==> src/rtl/adsr_envelope.sv <==
// adsr_envelope
//   ADSR amplitude envelope applied to a stream of signed samples. The envelope
//   runs ATTACK -> DECAY -> SUSTAIN -> RELEASE -> IDLE. The note is held for
//   note_duration << DUR_SHIFT samples and then released. Each accepted sample is
//   multiplied by the current envelope level, which is treated as a fraction of
//   full scale, and the result is registered.
//
// Ports
//   clk, reset        clock; synchronous active-high reset
//   note_start        1-cycle pulse that starts or retriggers a note
//   note_duration     hold length in units of 2^DUR_SHIFT samples, latched on note_start
//   attack_step       level increment per sample in ATTACK
//   decay_step        level decrement per sample in DECAY
//   sustain_level     DECAY target and SUSTAIN hold level
//   release_step      level decrement per sample in RELEASE
//   new_sample_ready  strobe, sample valid this cycle
//   sample            signed input sample
//   final_sample      signed scaled sample (registered)
//   final_valid       1-cycle strobe when final_sample updates
//   env_level         current envelope level
//   env_state         IDLE=0 ATTACK=1 DECAY=2 SUSTAIN=3 RELEASE=4
//   note_done         1-cycle pulse on RELEASE -> IDLE
module adsr_envelope #(
    parameter int SAMPLE_WIDTH = 16,
    parameter int ENV_WIDTH    = 8,
    parameter int DUR_WIDTH    = 6,
    parameter int DUR_SHIFT    = 10
) (
    input  logic                           clk,
    input  logic                           reset,
    input  logic                           note_start,
    input  logic [DUR_WIDTH-1:0]           note_duration,
    input  logic [ENV_WIDTH-1:0]           attack_step,
    input  logic [ENV_WIDTH-1:0]           decay_step,
    input  logic [ENV_WIDTH-1:0]           sustain_level,
    input  logic [ENV_WIDTH-1:0]           release_step,
    input  logic                           new_sample_ready,
    input  logic signed [SAMPLE_WIDTH-1:0] sample,
    output logic signed [SAMPLE_WIDTH-1:0] final_sample,
    output logic                           final_valid,
    output logic [ENV_WIDTH-1:0]           env_level,
    output logic [2:0]                     env_state,
    output logic                           note_done
);

    localparam int HOLD_W = DUR_WIDTH + DUR_SHIFT;
    localparam int PROD_W = SAMPLE_WIDTH + ENV_WIDTH + 1;
    localparam logic [ENV_WIDTH-1:0] LEVEL_MAX = '1;

    typedef enum logic [2:0] {
        ST_IDLE    = 3'd0,
        ST_ATTACK  = 3'd1,
        ST_DECAY   = 3'd2,
        ST_SUSTAIN = 3'd3,
        ST_RELEASE = 3'd4
    } state_t;

    state_t                         state_q, state_d;
    logic [ENV_WIDTH-1:0]           level_q, level_d;
    logic [HOLD_W-1:0]              hold_cnt_q, hold_cnt_d;
    logic [DUR_WIDTH-1:0]           dur_q, dur_d;
    logic signed [SAMPLE_WIDTH-1:0] final_sample_q, final_sample_d;
    logic                           final_valid_q, final_valid_d;
    logic                           note_done_q, note_done_d;
    logic [HOLD_W-1:0]              hold_len;

    // Level + step, pinned at full scale instead of wrapping.
    function automatic logic [ENV_WIDTH-1:0] sat_add(input logic [ENV_WIDTH-1:0] a,
                                                     input logic [ENV_WIDTH-1:0] b);
        logic [ENV_WIDTH:0] sum;
        sum = {1'b0, a} + {1'b0, b};
        return sum[ENV_WIDTH] ? LEVEL_MAX : sum[ENV_WIDTH-1:0];
    endfunction

    // Level - step, never going below floor (borrow also means "below floor").
    function automatic logic [ENV_WIDTH-1:0] clamp_sub(input logic [ENV_WIDTH-1:0] a,
                                                       input logic [ENV_WIDTH-1:0] b,
                                                       input logic [ENV_WIDTH-1:0] floor_lvl);
        logic [ENV_WIDTH:0] diff;
        diff = {1'b0, a} - {1'b0, b};
        if (diff[ENV_WIDTH] || (diff[ENV_WIDTH-1:0] < floor_lvl))
            return floor_lvl;
        return diff[ENV_WIDTH-1:0];
    endfunction

    function automatic logic [HOLD_W-1:0] sat_inc(input logic [HOLD_W-1:0] cnt);
        return (&cnt) ? cnt : cnt + 1'b1;
    endfunction

    // Full-width signed multiply. Level is zero-extended so it is always positive.
    // |result| < 2^(SAMPLE_WIDTH-1) after the shift, so truncation cannot overflow.
    function automatic logic signed [SAMPLE_WIDTH-1:0] scale(
        input logic signed [SAMPLE_WIDTH-1:0] smp,
        input logic [ENV_WIDTH-1:0]           lvl);
        logic signed [PROD_W-1:0] a_ext, b_ext, prod, shifted;
        a_ext   = PROD_W'(smp);
        b_ext   = PROD_W'($signed({1'b0, lvl}));
        prod    = a_ext * b_ext;
        shifted = prod >>> ENV_WIDTH;
        return $signed(shifted[SAMPLE_WIDTH-1:0]);
    endfunction

    assign hold_len = HOLD_W'(dur_q) << DUR_SHIFT;

    always_comb begin
        state_d        = state_q;
        level_d        = level_q;
        hold_cnt_d     = hold_cnt_q;
        dur_d          = dur_q;
        final_sample_d = final_sample_q;
        final_valid_d  = 1'b0;
        note_done_d    = 1'b0;

        // Output path always uses the level from before this cycle's update.
        if (new_sample_ready) begin
            final_valid_d  = 1'b1;
            final_sample_d = (state_q == ST_IDLE) ? '0 : scale(sample, level_q);
        end

        if (note_start) begin
            // Retrigger keeps the current level so there is no audible click.
            dur_d      = note_duration;
            hold_cnt_d = '0;
            state_d    = ST_ATTACK;
        end else if (new_sample_ready) begin
            case (state_q)
                ST_ATTACK: begin
                    level_d = sat_add(level_q, attack_step);
                    if (level_d == LEVEL_MAX)
                        state_d = ST_DECAY;
                end
                ST_DECAY: begin
                    if (level_q <= sustain_level) begin
                        state_d = ST_SUSTAIN;
                    end else begin
                        level_d = clamp_sub(level_q, decay_step, sustain_level);
                        if (level_d == sustain_level)
                            state_d = ST_SUSTAIN;
                    end
                end
                ST_SUSTAIN: ;
                ST_RELEASE: begin
                    level_d = clamp_sub(level_q, release_step, '0);
                    if (level_d == '0) begin
                        state_d     = ST_IDLE;
                        note_done_d = 1'b1;
                    end
                end
                ST_IDLE: ;
                default: state_d = ST_IDLE;
            endcase

            // Hold expiry overrides any phase transition chosen above; the level
            // step of this sample still applies.
            if (state_q == ST_ATTACK || state_q == ST_DECAY || state_q == ST_SUSTAIN) begin
                hold_cnt_d = sat_inc(hold_cnt_q);
                if (hold_cnt_d >= hold_len)
                    state_d = ST_RELEASE;
            end
        end
    end

    always_ff @(posedge clk) begin
        if (reset) begin
            state_q        <= ST_IDLE;
            level_q        <= '0;
            hold_cnt_q     <= '0;
            dur_q          <= '0;
            final_sample_q <= '0;
            final_valid_q  <= 1'b0;
            note_done_q    <= 1'b0;
        end else begin
            state_q        <= state_d;
            level_q        <= level_d;
            hold_cnt_q     <= hold_cnt_d;
            dur_q          <= dur_d;
            final_sample_q <= final_sample_d;
            final_valid_q  <= final_valid_d;
            note_done_q    <= note_done_d;
        end
    end

    assign final_sample = final_sample_q;
    assign final_valid  = final_valid_q;
    assign env_level    = level_q;
    assign env_state    = state_q;
    assign note_done    = note_done_q;

endmodule
==> config.mk <==
export PLATFORM = sky130hd
export DESIGN_NAME = adsr_envelope
export DESIGN_NICKNAME = d
export VERILOG_FILES = /design/src/rtl/adsr_envelope.sv
export SDC_FILE = /design/constraint.sdc
export NUM_CORES = 1
export LEC_CHECK = 0
export ABC_AREA = 0
export ABC_CLOCK_PERIOD_IN_PS = 7280
export CORE_MARGIN = 4
export CORE_UTILIZATION = 52
export CTS_CLUSTER_DIAMETER = 50
export CTS_CLUSTER_SIZE = 20
export DETAILED_ROUTE_END_ITERATION = 16
export PLACE_DENSITY_LB_ADDON = 0.25
export RECOVER_POWER = 50
export SYNTH_ARGS = -nofsm -noshare
export SYNTH_HDL_FRONTEND = slang
export SYNTH_SLANG_ARGS = --single-unit
==> constraint.sdc <==
create_clock -name clk -period 7.28 [get_ports clk]
set_input_delay 0.728 -clock clk [delete_from_list [all_inputs] [get_ports clk]]
set_output_delay 0.728 -clock clk [all_outputs]
set_load 0.05 [all_outputs]
==> flow_metrics.env, run 1 <==
export IMPL_post_dp_hpwl_um=16100
export IMPL_yosys_area_top_type_share_pct=23.7
export IMPL_die_area_um2=18700
export IMPL_pwr_share_clk_pct=23.1
export IMPL_yosysUniqueCellTypes=67
export IMPL_syn_area_um2=8630
export IMPL_port_buffers=86
export IMPL_finalSetupTns_ns=0
export IMPL_layout_min_cycle_time_ns=5.49
export IMPL_cp_max_fo=22
export IMPL_required_ns=7.48
export IMPL_tightestPinTransition_ns=1.07
export IMPL_grt_pass1_wl_um=34600
export IMPL_pre_cts_ws_ns=1.52
export IMPL_r2r_start="env_level[2]"
export IMPL_hold_path_end="final_sample[14]"
export IMPL_drive_above_1_share_pct=3.01
export IMPL_worstSetupPathType="reg2reg"
export IMPL_crit_path_end_kind="flop"
export IMPL_p_switching_mw=0.444
export IMPL_die_w_um=137
export IMPL_grt_max_degree=28
export IMPL_ys_flop_type="dfxtp_1"
export IMPL_num_antenna_cells=0
export IMPL_drv_slew=0
export IMPL_ir_drop_uv=135
export IMPL_nets=1346
export IMPL_grtUsageTotal_pct=22.8
export IMPL_syn_inst=1032
export IMPL_syn_to_final_growth_pct=13.3
export IMPL_setup_viol=0
export IMPL_drt_iter0_drc=375
export IMPL_grt_pass1_vias=7333
export IMPL_rsz0062_at_grt="no"
export IMPL_ys_warn_count=0
export IMPL_firstDrtPassIters=5
export IMPL_fin_area_um2=9770
export IMPL_placed_area_um2=9610
export IMPL_fin_crit_sh_pct=75.4
export IMPL_postRouteWirelength_um=20200
export IMPL_synthTopCellsByCount="inv_1 (168), fa_1 (102), ha_1 (89), nand2_1 (86), and2_1 (81)"
export IMPL_initial_utilization_pct=53.7
export IMPL_maxCapViolCount=0
export IMPL_die_h_um=137
export IMPL_ios=87
export IMPL_power_share_switching_pct=39.9
export IMPL_cellLeakagePower_nw=4.76
export IMPL_synth_async_reset_ratio_pct=0
export IMPL_ys_ff_latch=51
export IMPL_avgViaCountPerCell=5.50
export IMPL_final_cells=1314
export IMPL_worstHoldPathType="reg2reg"
export IMPL_setup_ws_ns=1.79
export IMPL_fillers=1458
export IMPL_p_seq_share_pct=28.1
export IMPL_p_total_mw=1.11
export IMPL_status="finished, final reports clean"
export IMPL_syn_area_per_cell_um2=8.36
export IMPL_post_route_util_pct=60.8
export IMPL_via_count=7230
export IMPL_clockBufferDepth=2
export IMPL_cts_tree="built"
export IMPL_slew_headroom_pct=28.5
export IMPL_reg2reg_to="final_sample[8]"
export IMPL_ff2ff_setup_slack_ns=1.79
export IMPL_skew_ns=0.00732
export IMPL_start_kind="flop"
export IMPL_min_from="final_sample[14]"
export IMPL_antenna_found_initial=0
export IMPL_timing_hold_ws_ns=0.490
export IMPL_powerDensity_nw_per_um2=114
export IMPL_synth_edf_count=0
export IMPL_cts_root_buf="clkbuf_16"
export IMPL_cts_max_level=2
export IMPL_cts_hold_buf=0
export IMPL_hold_path_depth=1
export IMPL_hold_viol=0
export IMPL_path_clk_slew_ns=0.07
export IMPL_synth_top_area_cell="fa_1"
export IMPL_ys_seq_area_share_pct=11.8
export IMPL_ant_nets=0
export IMPL_clk_latency_ns=0.30
export IMPL_cts_sinks=51
export IMPL_core_area_um2=16100
export IMPL_cts_buffers_inserted=5
export IMPL_rows=46
export IMPL_synth_area_leaders="fa_1 (24%), ha_1 (13%), dfxtp_1 (12%)"
export IMPL_cp_startpoint="env_level[2]"
export IMPL_gp_congestion=0.838
export IMPL_placed_cells=1306
export IMPL_power_internal_mw=0.668
export IMPL_worstPathArrival_ns=5.69
export IMPL_drc=0
export IMPL_max_freq_mhz=182
export IMPL_wl_per_cell_um=15.3
export IMPL_cts_resized=0
export IMPL_comb_power_share_pct=48.8
export IMPL_cts_setup_buffers=0
export IMPL_syn_nets=1281
export IMPL_gr_total_overflow=0
export IMPL_ff2ff_path_depth=15
export IMPL_yosysMostFrequentCell="inv_1"
-- worst max-delay path: stages, from the launching register on --
cell and delay (ns):
dfxtp_1 1.03, nand2_1 0.18, fa_1 0.58, inv_1 0.05, fa_1 0.52, fa_1 0.44
fa_1 0.49, ha_1 0.23, nor4_1 0.21, o21ai_1 0.14, a41oi_1 0.52, o21bai_1 0.21
a211o_1 0.32, a21oi_1 0.18, xnor2_1 0.08, a22o_1 0.19
-- metal layers --
layer / GRT usage (%) / part of all wire (%)
met1: 30.4 / 44
met2: 38.7 / 48
met3: 3.57 / 5.4
met4: 6.04 / 2.6
met5: 0 / 0
-- layout by cell type, fill, tap and decap left out, drive strengths merged, types with 12 or more instances in the layout --
cell           instances
and2                  81
nor2                  77
dlygate4sd3           25
xnor2                 29
o21ai                 27
xor2                  22
nor3                  24
fa                   102
dfxtp                 51
a21oi                 36
mux2i                 12
a211oi                15
nor2b                 12
nand2                 86
inv                  168
clkdlybuf4s50         61
a31oi                 12
nand4                 13
ha                    89
-- worst max path at each step --
stage	endpoint	slack, ns	cells past startpoint
after floorplan	final_sample[8]	1.94	17
after global placement	final_sample[8]	1.60	16
after detailed placement	final_sample[8]	1.52	16
after CTS	final_sample[8]	1.81	15
after global routing	final_sample[8]	1.37	15
final	final_sample[8]	1.79	15
-- cell type report --
type	count	area (um2)	share of cell area [%]
Multi-Input combinational cell	777	6770	69.3
Sequential cell	51	1020	10.5
Timing Repair Buffer	94	917	9.39
Inverter	168	631	6.45
Tap cell	216	270	2.77
Clock buffer	7	153	1.56
Clock inverter	1	7.51	0.0768
-- power by group through the flow --
stage	combinational, mW	clock [mW]	sequential [mW]
2_1_floorplan	0.373	0	0.340
3_3_place_gp	0.537	0	0.319
3_5_place_dp	0.547	0	0.319
5_1_grt	0.620	0.272	0.314
4_1_cts	0.551	0.260	0.313
6_report	0.543	0.257	0.313
-- cell families (layout without fill, tap and decap cells) --
group | count (synthesis) | after routing | share of synthesized area [%]
compound gates | 175 | 175 | 14.5
xor+xnor | 51 | 51 | 5.18
fa+ha+maj | 191 | 191 | 36.6
buf+inv | 204 | 270 | 9.67
flops | 51 | 51 | 11.8
mux | 18 | 18 | 2.18
simple gates | 342 | 342 | 20.1
-- flip-flops by register name, indices dropped and copies added (netlist names) --
name and cells:
env_state 3, dur_q 6, final_valid 1, final_sample 16, note_done 1, hold_cnt_q 16, env_level 8
Power figures use the tool's default switching activity.
==> inputs of run 2 (changes only) <==
Settings changed: ABC_CLOCK_PERIOD_IN_PS 7280 to 5400.
Clock period 7.28 ns to 5.4 ns, I/O delays scaled along.
==> run 2 against run 1 <==
Against the previous run:
- combinational power rose by 42%
- cell count rose by 2.0%
- via count rose by 1.3%
- core utilization rose by 1.4 points
- critical path depth rose by 2
- cell area rose by 2.4%
- critical endpoint is now final_sample[13]
- sequential cell count did not move
- first-iteration DRC count rose by 13%
- non-clock buffer count rose by 26
- setup slack got worse by 1.5 ns
- worst hold slack got worse by 0.0041 ns
==> flow_metrics.env, run 2 (synthesized netlist as in run 1, its figures left out) <==
export IMPL_status="finished, final reports clean"
export IMPL_min_from="final_sample[14]"
export IMPL_post_dp_hpwl_um=17000
export IMPL_maxCapViolCount=0
export IMPL_wl_per_cell_um=15.5
export IMPL_most_common_layout_cells="inv_1 (168), fa_1 (102), ha_1 (89), nand2_1 (86), and2_1 (80)"
export IMPL_die_h_um=137
export IMPL_ff2ff_path_depth=16
export IMPL_tightestPinTransition_ns=0.717
export IMPL_ant_nets=0
export IMPL_ir_drop_uv=144
export IMPL_pre_cts_ws_ns=-0.108
export IMPL_ff2ff_setup_slack_ns=0.35
export IMPL_postRouteWirelength_um=20700
export IMPL_cellLeakagePower_nw=4.90
export IMPL_powerDensity_nw_per_um2=156
export IMPL_slew_headroom_pct=52.2
export IMPL_path_clk_slew_ns=0.07
export IMPL_cts_buffers_inserted=5
export IMPL_grt_pass1_vias=7512
export IMPL_drv_slew=0
export IMPL_cts_sinks=51
export IMPL_cts_root_buf="clkbuf_16"
export IMPL_drive_above_1_share_pct=5.69
export IMPL_worstSetupPathType="in2reg"
export IMPL_r2r_start="env_level[2]"
export IMPL_layout_commonest_cell="inv_1"
export IMPL_gp_congestion=0.897
export IMPL_cts_tree="built"
export IMPL_worstPathArrival_ns=5.31
export IMPL_setup_viol=0
export IMPL_required_ns=5.59
export IMPL_clk_latency_ns=0.29
export IMPL_ios=87
export IMPL_nets=1372
export IMPL_cp_max_fo=8
export IMPL_skew_ns=0.00758
export IMPL_clockBufferDepth=2
export IMPL_grtUsageTotal_pct=23.3
export IMPL_setup_ws_ns=0.282
export IMPL_die_area_um2=18700
export IMPL_initial_utilization_pct=53.7
export IMPL_grt_max_degree=28
export IMPL_drt_iter0_drc=423
export IMPL_endpoint="final_sample[13]"
export IMPL_max_freq_mhz=195
export IMPL_drc=0
export IMPL_gr_total_overflow=0
export IMPL_core_area_um2=16100
export IMPL_rows=46
export IMPL_num_antenna_cells=0
export IMPL_layout_min_cycle_time_ns=5.12
export IMPL_die_w_um=137
export IMPL_syn_to_final_growth_pct=15.9
export IMPL_cts_max_level=2
export IMPL_hold_path_depth=1
export IMPL_grt_pass1_wl_um=35500
export IMPL_reg2reg_to="final_sample[15]"
export IMPL_port_buffers=86
export IMPL_avgViaCountPerCell=5.47
export IMPL_fin_area_um2=10000
export IMPL_crit_path_end_kind="flop"
export IMPL_cts_resized=0
export IMPL_start_kind="input pin"
export IMPL_placed_area_um2=9810
export IMPL_cp_startpoint="sample[10]"
export IMPL_firstDrtPassIters=4
export IMPL_hold_viol=0
export IMPL_via_count=7325
export IMPL_antenna_found_initial=0
export IMPL_worstHoldPathType="reg2reg"
export IMPL_fin_crit_sh_pct=94.8
export IMPL_cts_hold_buf=0
export IMPL_rsz0062_at_grt="no"
export IMPL_cts_setup_buffers=0
## run 2: per-layer routing
layer	up-vias	GRT usage (%)	wire, um
met5	-	0	0
met4	0	4.60	331
met3	29	2.65	970
met2	151	41.3	10300
met1	3546	30.9	9160
li1	3599	-	-
## run 2: where the power goes
group	switching, mW	internal [mW]
logic	0.432	0.337
registers	0.0306	0.393
clock network	0.139	0.231
total	0.602	0.960
## run 2: how the worst min path moves through the flow
stage	endpoint
after CTS	final_sample[14]
after detailed placement	final_sample[14]
final	final_sample[14]
after global placement	final_sample[14]
after floorplan	dur_q[1]
after global routing	final_sample[15]
## run 2: worst max-delay path, cell delays in order
cell,delay [ns]
clkdlybuf4s50_1,0.54
and2_1,0.25
fa_1,0.50
fa_1,0.50
inv_1,0.06
fa_1,0.53
inv_1,0.06
fa_1,0.47
ha_1,0.34
a21o_1,0.19
a21o_1,0.20
a211oi_2,0.27
a211o_1,0.24
nand3b_1,0.12
a21oi_1,0.21
xnor2_1,0.08
a22o_1,0.19
## run 2: final cells by class
type	count	area, um2
Multi-Input combinational cell	777	6790
Fill cell	1414	6060
Timing Repair Buffer	120	1110
Sequential cell	51	1020
Inverter	168	631
Tap cell	216	270
Clock buffer	6	139
Clock inverter	2	35.0
## run 2: through the flow
stage               hold WS (ns)  total power, mW  setup TNS (ns)  cells  utilization (%)
floorplan                  0.460            0.961               0   1032                -
global placement           0.467             1.18        -0.00501   1332             61.1
detailed placement         0.470             1.20          -0.203   1332             61.1
CTS                        0.497             1.58               0   1340             62.2
global route               0.521             1.69               0   1340             62.3
finish                     0.486             1.56               0   1340             62.3
